**src/rtl/input_debouncer_pkg.sv**
```systemverilog
// Shared board constants for the DE0-CV key/switch front end.
// The debounce window is sized for the 50 MHz board clock.
package input_debouncer_pkg;

   localparam int BOARD_DEBOUNCE_CYCLES = 1000000;
   localparam int BOARD_INPUT_WIDTH     = 14;

   function automatic int cnt_width(input int cycles);
      return $clog2(cycles);
   endfunction

endpackage

```
**src/rtl/input_debouncer_debounce_bit.sv**
```systemverilog
// One debounced input: 2-flop synchronizer, stability counter, accepted level
// and registered rise/fall pulses.
module debounce_bit
   import input_debouncer_pkg::*;
#(
   parameter int   DEBOUNCE_CYCLES = BOARD_DEBOUNCE_CYCLES,
   parameter logic RESET_VALUE     = 1'b0
) (
   input  logic clk_sys,
   input  logic rst_b,
   input  logic raw,
   output logic level,
   output logic rise,
   output logic fall
);

   localparam int             CNT_W    = cnt_width(DEBOUNCE_CYCLES);
   localparam logic [CNT_W-1:0] CNT_LAST = CNT_W'(DEBOUNCE_CYCLES - 1);

   logic             s1;
   logic             s2;
   logic [CNT_W-1:0] cnt;

   // The counter tracks how long s2 has disagreed with the accepted level;
   // any agreement restarts it, so a single-cycle glitch never accumulates.
   always_ff @(posedge clk_sys or negedge rst_b) begin
      if (!rst_b) begin
         s1    <= RESET_VALUE;
         s2    <= RESET_VALUE;
         level <= RESET_VALUE;
         cnt   <= '0;
         rise  <= 1'b0;
         fall  <= 1'b0;
      end else begin
         s1   <= raw;
         s2   <= s1;
         rise <= 1'b0;
         fall <= 1'b0;
         if (s2 == level) begin
            cnt <= '0;
         end else if (cnt == CNT_LAST) begin
            level <= s2;
            cnt   <= '0;
            rise  <= s2;
            fall  <= ~s2;
         end else begin
            cnt <= cnt + CNT_W'(1);
         end
      end
   end

endmodule

```
**src/rtl/input_debouncer.sv**
```systemverilog
// Debounces WIDTH independent board inputs and flags any accepted change.
module input_debouncer
   import input_debouncer_pkg::*;
#(
   parameter int               WIDTH           = BOARD_INPUT_WIDTH,
   parameter int               DEBOUNCE_CYCLES = BOARD_DEBOUNCE_CYCLES,
   parameter logic [WIDTH-1:0] RESET_VALUE     = '0
) (
   input  logic             CLOCK_50,
   input  logic             RESET_N,
   input  logic [WIDTH-1:0] raw_in,
   output logic [WIDTH-1:0] debounced,
   output logic [WIDTH-1:0] rise,
   output logic [WIDTH-1:0] fall,
   output logic             changed
);

   for (genvar i = 0; i < WIDTH; i++) begin : g_bit
      debounce_bit #(
         .DEBOUNCE_CYCLES (DEBOUNCE_CYCLES),
         .RESET_VALUE     (RESET_VALUE[i])
      ) u_bit (
         .clk_sys (CLOCK_50),
         .rst_b   (RESET_N),
         .raw     (raw_in[i]),
         .level   (debounced[i]),
         .rise    (rise[i]),
         .fall    (fall[i])
      );
   end

   // Built only from registered pulses, so raw_in never reaches this output.
   assign changed = |(rise | fall);

endmodule

```
**config.mk**
```make
export PLATFORM = sky130hd
export DESIGN_NAME = input_debouncer
export DESIGN_NICKNAME = d
export VERILOG_FILES = /design/src/rtl/input_debouncer_pkg.sv /design/src/rtl/input_debouncer_debounce_bit.sv /design/src/rtl/input_debouncer.sv
export SDC_FILE = /design/constraint.sdc
export NUM_CORES = 1
export LEC_CHECK = 0
export BUFFER_PORTS_ARGS = -buffer_cell sky130_fd_sc_hd__buf_2
export CORE_ASPECT_RATIO = 1.1
export CORE_MARGIN = 10
export CORE_UTILIZATION = 60
export CTS_CLUSTER_DIAMETER = 80
export DETAILED_ROUTE_END_ITERATION = 7
export GPL_TIMING_DRIVEN = 0
export PLACE_DENSITY = 0.78
export SLEW_MARGIN = 10
export SYNTH_ARGS = -nofsm -noshare
export SYNTH_HDL_FRONTEND = slang
export SYNTH_SLANG_ARGS = --single-unit
```
**constraint.sdc**
```tcl
create_clock -name CLOCK_50 -period 4.74 [get_ports CLOCK_50]
set_clock_uncertainty 0.1 [all_clocks]
set_input_delay 0.711 -clock CLOCK_50 [delete_from_list [all_inputs] [get_ports CLOCK_50]]
set_output_delay 0.711 -clock CLOCK_50 [all_outputs]
set_load 0.01 [all_outputs]
```
; ---- After elaboration in Yosys (flattened, before gate mapping)
; Index checks and enable logic that the tools add are counted.
[op_classes]
n_addsub = 14
eq_ne = 28
n_mux = 84
n_bitwise = 29
reduce_logical = 15
[ops]
columns = operator, count
row1 = two-way mux 20 bit, 28
row2 = adder 20 x 1 -> 20 bit (second input constant), 14
row3 = equality test 20 bit (second input constant), 14
row4 = two-way mux 1 bit, 56
row5 = NOT 1 bit, 28
row6 = AND reduction 2 bit, 14
row7 = equality test 1 bit, 14
row8 = bitwise OR 14 bit, 1
row9 = OR reduction 14 bit, 1
[word_totals]
ff_bits = 350
inputBits = 16
out_inout_bits = 43
word_cells = 254

; ---- Logic depth before layout (Yosys ltp)
; Gate-level depths: netlist of the first run.
[depth]
ltp_word = 3
ltp_mapped = 6
ltp_nobuf = 5

; ---- Cells and area by module
; Synthesis of the first run repeated with hierarchy kept, for this count alone.
[unflattened]
cells_unflattened = 1633
area_unflattened_um2 = 16489.6
[by_module_without_submodules]
columns = module, n_inst, cells_per_inst, area_per_inst_um2, seq_area_each_um2
row1 = debounce_bit, 14, 116, 1173.6, 625.6
row2 = input_debouncer, 1, 9, 58.8, 0.0

; ---- Worst setup path after synthesis of the first run
; Ideal clock, no wire load.
[synth_timing]
path_kind = reg2reg
from = register g_bit[12].u_bit.cnt[12]
to = register g_bit[12].u_bit.level
setup_time_ns = 0.125
t_arrival_ns = 1.998
required_time_ns = 4.515
setup_slack_ns = 2.516
stages_incl_launch_ff = 5
path_buffers = 0
period_less_slack_ns = 2.224
path_cell_list = dfrtp_1 > or4_1 > or4_4 > or2_4 > mux2_4
[synth_via]
elab_chain_cells = 2
[synth_rtl]
columns = item, line_no
row1 = from (decl), input_debouncer_debounce_bit.sv:22  ; logic [CNT_W-1:0] cnt;
row2 = from (signal assigned), input_debouncer_debounce_bit.sv:47  ; cnt <= cnt + CNT_W'(1);
row3 = equality test 20 bit, input_debouncer_debounce_bit.sv:41  ; end else if (cnt == CNT_LAST) begin
row4 = AND reduction 2 bit (no line), n/a
row5 = to (signal assigned), input_debouncer_debounce_bit.sv:30  ; level <= RESET_VALUE;
row6 = to (signal assigned), input_debouncer_debounce_bit.sv:42  ; level <= s2;
row7 = to (decl), input_debouncer_debounce_bit.sv:12  ; output logic level,
; No other way between the ends.
; A chain may end at the register's enable or synchronous reset.

; ---- Final worst setup path of the first run
[layout_timing]
from = register g_bit[1].u_bit.fall
to = output port changed
[layout_via]
elab_chain_cells = 2
[layout_rtl]
columns = item, line_no
row1 = from (decl), input_debouncer_debounce_bit.sv:14  ; output logic fall
row2 = from (signal assigned), input_debouncer_debounce_bit.sv:45  ; fall <= ~s2;
row3 = bitwise OR 14 bit, input_debouncer.sv:33  ; assign changed = |(rise | fall);
row4 = OR reduction 14 bit, input_debouncer.sv:33
row5 = to (decl), input_debouncer.sv:15  ; output logic changed
; No other way between the ends.

==> metrics, run 1 <==
CTS root buf=clkbuf_16; main combinational cell family by area after synthesis=simple AND/OR/NAND/NOR gates; Final Cycle Share=68.3%; vias=around 12000; Pleak=just under 8 nW; pin count of the biggest net entering global routing=99; Unique masters post-synth=51; critical path launch point type=flop; Slowest Stage Delay on Critical Path=about 0.83 ns; drt drc=0; boundary pin count=59; Die H=approximately 200 um; Setup Buffers After CTS=0; number of synthesized flops with an enable pin=0; maximum capacitance violations=0; Slew @ Worst Pin=between 0.9 and 1 ns; WS Path Type=flop to output port; Synth Area in Adders=between 1 and 1.5%; initial antenna violation count=1; final instance area=0.0188 sq mm; Row Count=64; Skew-Pair Late Insertion Delay=0.53 ns; xor-xnor portion of the synthesized cell area=9.70%; Main synth FF type=dfrtp_1; routed len/inst=about 15 um; crit path cell chain=nor4_1, and4_1, nand4_1, buf_2; ANT cells=0; Crit Path Max Fanout=2; Worst Setup End Kind=output port; Total GRT Usage=roughly a fifth; Final Routed Wirelength=33.1 mm; multiplexer area fraction after synthesis=~1.0%; Die Wd=179 um; Inserted Clock Buffers=36; # H-tree levels=2; Placed Area=0.0175 sq mm; Final Critical Period=3.24 ns; Synth Area in Simple Gates=25.6%; CTS tree=built; final global-route overflow total=0; Slew HR=36.1%; Routed Antenna Nets=0; Core Area=0.0276 sq mm; Hold WC Path Type=input pin to asynchronous set/reset pin; #FFs+latches synth=350; Max Root-Sink Buffers=3; WP data arrival=2.43 ns; filler cell count=2089; PwrDens=~330 mW/mm^2; Cell Area, Synth=0.0167 sq mm; Syn. warnings=0; layout cells sized above 1=12.0%; Power Total=between 6 and 7 mW; Initial DRT Pass Iterations=5; Max Fclk=about 300 MHz; syn nets=1684; drt via density=approximately 5.8; ys async rst share=100%; post-CTS sizing=0; multi-input logic area=0.00733 sq mm; hold buffers post-CTS=0; clock transition at the registers of the reported paths=0.06 ns; clk sinks=350; Initial Utilization=60.5%; die area=between 0.03 and 0.04 sq mm; GP Congestion=around 0.86; Setup-failing EPs final=0; CP required=slightly below 4 ns; global-route wire length before repair=roughly 59 mm; Slowest-stage cell, CP=nor4_1; Mapped Avg Cell Area=10.1 sq um; Synth Area in Compound Gates=roughly 6.5%; Hold Violations, Final=0; Port Buf Inserts=58; RSZ-0062 raised after global routing=false; Max VDD drop=around 370 uV; post-detail-place hpwl=between 20 and 25 mm; number of global-route vias before repair=12600; Seq/Total Area, Yosys=52.4%; reg-to-reg slack, setup=between 2 and 2.5 ns; FF/Latch Area=0.00876 sq mm; Max Slew Vio Count=0; final net count=~1800; synthesis-to-finish area growth=12.4%; status=complete, no violations; Syn Inst Count=1654; drt initial violations=879
registers in the layout (all words and copies together), names as in the netlist:
signal / flops
g_bit.u_bit.fall: 14
g_bit.u_bit.cnt: 280
g_bit.u_bit.level: 14
g_bit.u_bit.rise: 14
g_bit.u_bit.s1: 14
g_bit.u_bit.s2: 14
critical path: cells and delay by family (launching register included):
family / cells / cell delay (ns)
simple gates: 3 / 1.33
flops: 1 / 0.41
buf+inv: 1 / 0.18
path summary, 6_finish.rpt:
path | cells after the start | start | end
max in group asynchronous | 3 | RESET_N | g_bit[1].u_bit.cnt[6]
min | 1 | RESET_N | g_bit[11].u_bit.cnt[8]
max | 4 | g_bit[1].u_bit.fall | changed
min in group CLOCK_50 | 1 | raw_in[5] | g_bit[5].u_bit.s1
max reg2reg | 5 | g_bit[11].u_bit.cnt[0] | g_bit[11].u_bit.cnt[11]
min reg2reg | 0 | g_bit[12].u_bit.s1 | g_bit[12].u_bit.s2
per-layer routing:
| metal | track usage [%] | vias up | part of all wire [%] | routed length [um] |
|---|---|---|---|---|
| met3 | 3.53 | 65 | 4.6 | 1530 |
| li1 | - | 6067 | - | - |
| met5 | 0 | - | 0 | 0 |
| met2 | 32.6 | 237 | 49 | 16200 |
| met1 | 25.3 | 6109 | 44 | 14600 |
| met4 | 6.41 | 0 | 2.5 | 818 |
Yosys cell counts (all sizes together), types with 3 or more instances:
master | n | area [sq um]
nand2b | 3 | 18.8
clkbuf | 24 | 90.1
o31ai | 41 | 353
o21ai | 43 | 226
or3 | 48 | 300
mux2 | 14 | 161
nor3 | 48 | 240
xnor2 | 120 | 1050
a31o | 4 | 35.0
and4 | 13 | 114
nand4b | 5 | 43.8
ha | 14 | 175
or2 | 13 | 83.8
nand2 | 89 | 334
or4b | 10 | 100
xor2 | 65 | 569
buf | 53 | 375
dfrtp | 350 | 8760
nor2 | 210 | 788
nand4 | 63 | 394
nor3b | 28 | 210
or4 | 52 | 394
o41ai | 3 | 33.8
nand3 | 104 | 521
nor4 | 50 | 313
inv | 43 | 161
and2 | 12 | 75.1
nor4b | 6 | 52.6
and3 | 32 | 200
a21oi | 78 | 390
nor4bb | 3 | 30.0
layout by cell type, fill, tap and decap left out, drive strengths merged, types with 45 or more instances in the layout:
cell	instances
dfrtp	350
nor2	210
xnor2	120
buf	114
nand3	104
nand2	89
a21oi	78
clkbuf	70
xor2	65
nand4	63
or4	52
nor4	50
or3	48
nor3	48
inv	45
logic make-up (layout without fill, tap and decap cells):
logic type | count (synthesis) | after routing
AO/OA/AOI/OAI | 174 | 174
XOR/XNOR | 185 | 185
adder cells (fa/ha/maj) | 14 | 14
buffers and inverters | 120 | 244
flip-flops | 350 | 350
multiplexers | 15 | 15
AND/OR/NAND/NOR | 796 | 796
power breakdown:
| part | switching (mW) | internal (mW) |
|---|---|---|
| clock network | 1.16 | 1.81 |
| logic | 0.124 | 0.0530 |
| registers | 0.0456 | 3.03 |
| total | 1.33 | 4.89 |
cell type report:
cell class	count	area share, %
plain buffers	77	2.48
clock buffers	46	5.27
clock inverters	17	1.34
inverters	43	0.859
multi-input cells	1184	39.0
flip-flops and latches	350	46.6
well taps	363	2.42
repair buffers	61	2.04
metrics by stage:
stage / std cells / util [%] / setup WS [ns] / setup TNS (ns) / hold slack [ns]
final: 2141 / 68.0 / 1.50 / 0 / 0.0604
after global routing: 2141 / 68.0 / 1.41 / 0 / 0.116
after CTS: 2141 / 68.0 / 1.44 / 0 / 0.0966
after detailed placement: 2078 / 63.5 / 2.01 / 0 / 0.237
after global placement: 2075 / 63.2 / -3.75 / -1298.28 / 0.233
after floorplan: 1654 / - / 2.52 / 0 / 0.231
Power figures use the tool's default switching activity.
==> run 2: changes to the inputs <==
ABC_AREA = 1   (was unset)
PLACE_DENSITY = 0.77   (was 0.78)
clock period = 3.3 ns   (was 4.74 ns; I/O delays follow)
==> run 2 against run 1 <==
Effect of this change:
- die area increased by 9.0%
- clock-buffer cell count increased by 3
- power increased by 41%
- critical path depth increased by 1
- via count increased by 22%
==> metrics, run 2 <==
Syn. warnings=0; max FFs per register=280; Pleak=9.10 nW; status=complete, no violations; layout cells sized above 1=between 10% and 20%; top sig layer=met5; CTS root buf=clkbuf_16; Mapped Avg Cell Area=7.77 sq um; ys async rst share=100%; Largest Register=g_bit.u_bit.cnt; commonest non-fill, non-tap cell in the layout=nor2_1; Seq/Total Area, Yosys=47.6%; drt initial violations=around 1000; Power Total=just under 9 mW; Worst Setup End Kind=output port; DRT met1 WL=17.2 mm; WS Path Type=flop to output port; met3 WL=1.73 mm; Final Critical Period=2.87 ns; power share of the combinational group=between 3 and 4%; Row Count=67; Routed Antenna Nets=0; part of the power in registers=approximately half; Initial Utilization=60.6%; routed len/inst=13.0 um; Int Pwr=6.84 mW; Final Cycle Share=a little under 90%; DR WL met2=approximately 18 mm; RSZ-0062 raised after global routing=false; Inserted Clock Buffers=37; main combinational cell family by area after synthesis=simple AND/OR/NAND/NOR gates; final global-route overflow total=0; Max Root-Sink Buffers=3; Syn Inst Count=~2400; post-CTS sizing=0; Synth area leaders=dfrtp_1 (48%), nor2_1 (13%), nand2_1 (8.4%), nand3_1 (6.1%), inv_1 (4.5%); drt drc=0; Setup-failing EPs final=0; Max Slew Vio Count=0; Hold Violations, Final=0; Synth Area in Simple Gates=between 30% and 40%; crit path cell chain=nor4_1, nand2_1, nor2_1, nand2_1, buf_2; Slew HR=24.7%; Final Routed Wirelength=around 38 mm; number of global-route vias before repair=14900; maximum capacitance violations=0; clk sinks=350; synthesis-to-finish area growth=12.3%; Max VDD drop=304 uV; Synth top cells by count=nor2_1 (655), nand2_1 (413), dfrtp_1 (350), nand3_1 (226), inv_1 (221); # H-tree levels=2; pin count of the biggest net entering global routing=103; Main synth FF type=dfrtp_1; global-route wire length before repair=66.7 mm; clock share of power=46.7%; #FFs+latches synth=350; Crit Path Max Fanout=2; multiplexer area fraction after synthesis=0%; P_sw=1.95 mW; die area=0.0381 sq mm; Total GRT Usage=20.1%; clock transition at the registers of the reported paths=0.06 ns; drt via density=5.22; vias=roughly 15000; initial antenna violation count=1; Synth Area in Compound Gates=between 2 and 2.5%; CTS tree=built; ANT cells=0; Unique masters post-synth=33; WP data arrival=approximately 2.3 ns; Slew @ Worst Pin=1.12 ns; Port Buf Inserts=58; commonest cells after routing, fill and taps aside=nor2_1 (655), nand2_1 (413), dfrtp_1 (350); Die Wd=187 um; top cell type's share of synthesized area=47.6%; GP Congestion=0.925; Cell Area, Synth=0.0184 sq mm; top-count cell post-synth=nor2_1; number of synthesized flops with an enable pin=0; Initial DRT Pass Iterations=6; Max Fclk=348 MHz; xor-xnor portion of the synthesized cell area=around 6.6%; boundary pin count=59; final net count=2514; critical path launch point type=flop; sw frac=22.2%; post-detail-place hpwl=27.7 mm; post-synth top area cell=dfrtp_1; Slowest Stage Delay on Critical Path=0.95 ns; Slowest-stage cell, CP=nor4_1; Core Area=0.0303 sq mm; PwrDens=425 mW/mm^2; most frequent CP cell=nand2_1; CP required=2.70 ns; Setup TNS=0 ns; syn nets=2399; Skew-Pair Late Insertion Delay=0.53 ns; Hold WC Path Type=flop to flop; Synth Area in Adders=0.952%; Die H=about 200 um
[run 2: changes by cell type after synthesis, moves of 22 or more]
cell     before  now
xnor2_1     120   52
a21oi_1      78   43
nor2_1      210  655
o31ai_1      32    0
nand2_1      89  413
or4_1        51    0
inv_1        43  221
nor2_2        0   37
or3_1        48    0
and3_1       32    0
nor4_1       50    8
xor2_1       65   87
nand4_1      63   35
nand3_1     104  226
[run 2: worst max-delay path, delay by kind of cell (launching register included)]
family / cells / cell delay [ns]
flip-flops: 1 / 0.37
buffers and inverters: 1 / 0.15
AND/OR/NAND/NOR: 4 / 1.23
[run 2: path summary, 6_finish.rpt]
kind / from / to / slack, ns / cells after the start
min: g_bit[13].u_bit.s1 / g_bit[13].u_bit.s2 / 0.25 / 0
min reg2reg: g_bit[13].u_bit.s1 / g_bit[13].u_bit.s2 / 0.25 / 0
max reg2reg: g_bit[12].u_bit.cnt[0] / g_bit[12].u_bit.cnt[6] / 1.53 / 8
min in group asynchronous: RESET_N / g_bit[0].u_bit.cnt[13] / 0.41 / 2
max: g_bit[4].u_bit.fall / changed / 0.43 / 5
max in group asynchronous: RESET_N / g_bit[4].u_bit.rise / 1.39 / 4
[run 2: cell type report]
type                    instances  area (sq um)
fillers                      2500          9680
repair buffers                 76           533
flip-flops and latches        350          8760
clock inverters                17           134
inverters                     227           852
multi-input cells            1740          8430
plain buffers                  52           357
clock buffers                  49          1080
well taps                     414           518
[run 2: per-layer routing]
metal | vias up | track usage (%)
met5 | - | 0
met3 | 82 | 3.21
met1 | 7163 | 26.1
li1 | 7676 | -
met2 | 344 | 33.6
met4 | 2 | 7.15
[run 2: power groups by stage]
stage / logic [mW] / registers, mW / clock network (mW)
2_1_floorplan: 0.140 / 4.46 / 0
3_3_place_gp: 0.265 / 4.47 / 0
3_5_place_dp: 0.287 / 4.47 / 0
4_1_cts: 0.302 / 4.39 / 4.20
5_1_grt: 0.342 / 4.40 / 4.39
6_report: 0.292 / 4.39 / 4.10
[run 2: logic make-up (layout without fill, tap and decap cells)]
| group | count (synthesis) | in the layout |
|---|---|---|
| fa+ha+maj | 14 | 14 |
| buf+inv | 279 | 421 |
| xor+xnor | 139 | 139 |
| simple gates | 1507 | 1507 |
| compound gates | 80 | 80 |
| flops | 350 | 350 |
[run 2: per-stage QoR]
step	hold slack, ns	worst slack (ns)	utilization [%]	area, sq um	instances
after detailed placement	0.236	0.932	63.6	19300	2844
after CTS	0.248	0.369	68.1	20700	2925
after global placement	0.234	-4.97	63.3	19200	2841
after floorplan	0.0994	1.80	-	18400	2369
after global routing	0.251	0.250	68.1	20700	2925
final	0.248	0.427	68.1	20700	2925
[run 2: repair_timing]
| action | CTS | global route |
|---|---|---|
| buffers inserted | 0 | 0 |
| hold endpoints to repair | 87 | 0 |
| hold buffers | 15 | 0 |
| setup endpoints to repair | 0 | 0 |
==> run 3: changes to the inputs <==
CORE_ASPECT_RATIO = unset   (was 1.1)
SYNTH_HIERARCHICAL = 1   (was unset)
==> run 3 against run 2 <==
Effect of this change:
- fmax rose by 25%
- utilization barely moved
- sequential power barely moved
- highest routed layer is now met4
- critical path type unchanged
- critical endpoint unchanged
- routed wire length increased by 0.34%
- combinational power is 5% higher
- global-route usage shrank 0.11 points
- clock power rose by 4%
- largest cell class is now multi-input combinational cells
- clock-buffer cell count up 8
==> metrics, run 3 <==
initial antenna violation count=0; filler cell count=2506; FF-to-FF End=g_bit[1].u_bit/cnt[5]; Max Root-Sink Buffers=3; Main synth FF type=dfrtp_1; Slew @ Worst Pin=0.732 ns; vias=15000; Syn Inst Count=2315; Synth area leaders=dfrtp_1 (46%), nor2_1 (11%), nand2_1 (6.9%), nand3_1 (5.1%), inv_1 (5.1%); commonest cells after routing, fill and taps aside=nor2_1 (557), nand2_1 (351), dfrtp_1 (350); reg2reg start=g_bit[1].u_bit/level; Setup Buffers After CTS=0; PwrDens=418 mW/mm^2; drt via density=5.25; drt initial violations=854; Final Cycle Share=69.4%; Max Slew Vio Count=0; ys async rst share=100%; Core Area=0.0316 sq mm; Placed Area=0.0201 sq mm; boundary pin count=59; synthesis-to-finish area growth=12.1%; Setup-failing EPs final=0; post-detail-place hpwl=27.7 mm; top-count cell post-synth=nor2_1; maximum capacitance violations=0; WS Path Type=flop to output port; Max Fclk=approximately 440 MHz; max FFs per register=280; Mapped Avg Cell Area=8.28 sq um; hold_sp=g_bit[7].u_bit/s1; reg-to-reg slack, setup=1.66 ns; clk sinks=350; Total GRT Usage=20.0%; Skew-Pair Late Insertion Delay=0.53 ns; clock transition at the registers of the reported paths=0.06 ns; Initial DRT Pass Iterations=6; hold path cells=0; layout cells sized above 1=between 15 and 20%; commonest non-fill, non-tap cell in the layout=nor2_1; CTS root buf=clkbuf_16; global-route wire length before repair=67.2 mm; Cell Area, Synth=between 0.015 and 0.02 sq mm; drt drc=0; Worst Setup End Kind=output port; Unique masters post-synth=25; Largest Register=g_bit.u_bit/cnt; Initial Utilization=60.7%; syn nets=2345; Die Wd=199 um; final instance area=roughly 0.021 sq mm; final net count=about 2500; Inserted Clock Buffers=39; Max VDD drop=438 uV; Routed Antenna Nets=0; Hold Violations, Final=0; Final Routed Wirelength=38.2 mm; RSZ-0062 raised after global routing=false; Hold WC Path Type=flop to flop; ANT cells=0; Synth top cells by count=nor2_1 (557), nand2_1 (351), dfrtp_1 (350), inv_1 (258), nand3_1 (196); CP required=2.70 ns; Final Critical Period=2.29 ns; Slew HR=roughly half; Syn. warnings=6; post-CTS sizing=0; die area=0.0395 sq mm; #FFs+latches synth=350; post-synth top area cell=dfrtp_1; pin count of the biggest net entering global routing=100; Port Buf Inserts=58; multi-input logic area=0.00944 sq mm; FF/Latch Area=0.00876 sq mm; Seq/Total Area, Yosys=45.7%; Pleak=9.86 nW; Row Count=65; # H-tree levels=2; top cell type's share of synthesized area=45.7%; status=complete, no violations; routed len/inst=approximately 13 um; Setup TNS=0 ns; GP Congestion=approximately 0.90; worst min-delay path endpoint=g_bit[7].u_bit/s2; R2R depth=6; number of global-route vias before repair=14800; Crit Path Max Fanout=2; critical path launch point type=flop; hold buffers post-CTS=15; CTS tree=built; Die H=199 um; number of synthesized flops with an enable pin=0; WP data arrival=between 1.5 and 2 ns; final global-route overflow total=0
==> run 3: cell types whose count changed after synthesis, sizes merged, moves of 10 or more <==
cell / before / now
buf: 45 / 0
inv: 227 / 258
nand2: 433 / 421
nand3: 243 / 224
nand3b: 10 / 28
nor2: 705 / 669
nor3b: 12 / 0
o21ai: 28 / 42
o21bai: 6 / 28
xnor2: 52 / 42
xor2: 87 / 98
==> run 3: through the flow <==
stage,utilization (%),setup slack [ns],hold WS [ns],power [mW],cells
global placement,63.3,-4.95,0.233,4.75,2775
detailed placement,63.5,1.33,0.235,4.78,2778
finish,68.1,1.01,0.242,8.99,2861
CTS,68.1,0.979,0.242,9.13,2861
global route,68.1,0.915,0.255,9.35,2861
floorplan,-,1.90,0.0994,4.62,2315
==> run 3: worst max path at each step <==
stage	from	end	slack (ns)
CTS	g_bit[8].u_bit/fall	changed	0.98
finish	g_bit[8].u_bit/fall	changed	1.01
global route	g_bit[8].u_bit/fall	changed	0.92
global placement	RESET_N	g_bit[8].u_bit/cnt[19]	-4.95
floorplan	g_bit[2].u_bit/rise	changed	1.90
detailed placement	RESET_N	g_bit[8].u_bit/cnt[17]	1.33
==> run 3: worst max-delay path, cell delays in order (launching register included) <==
cell and delay, ns:
dfrtp_1 0.37, nor2_1 0.21, and2_1 0.24, nand2_1 0.07, nor2_1 0.09, nand2_1 0.05
buf_2 0.16
==> run 3: area by class of cell <==
| cell class | instances | area share [%] |
|---|---|---|
| Clock inverter | 11 | 0.693 |
| Timing Repair Buffer | 76 | 2.48 |
| Inverter | 258 | 4.51 |
| Clock buffer | 57 | 5.28 |
| Tap cell | 402 | 2.34 |
| Multi-Input combinational cell | 1707 | 43.9 |
| Sequential cell | 350 | 40.8 |
==> run 3: kinds of logic after synthesis <==
group	Yosys count	synth area share, %
simple gates	1441	38.4
flops	350	45.7
buf+inv	258	5.05
xor+xnor	140	6.40
compound gates	112	3.56
fa+ha+maj	14	0.914
==> run 3: power breakdown <==
| group | internal (mW) | switching (mW) | total [mW] |
|---|---|---|---|
| Sequential | 4.35 | 0.0442 | 4.40 |
| Combinational | 0.0920 | 0.216 | 0.308 |
| Clock | 2.62 | 1.66 | 4.28 |
==> run 3: metal layers <==
metal / global-route usage [%] / wire length (um)
met4: 5.17 / 641
met2: 34.4 / 18700
met1: 25.9 / 17400
met5: 0 / 0
met3: 2.91 / 1440
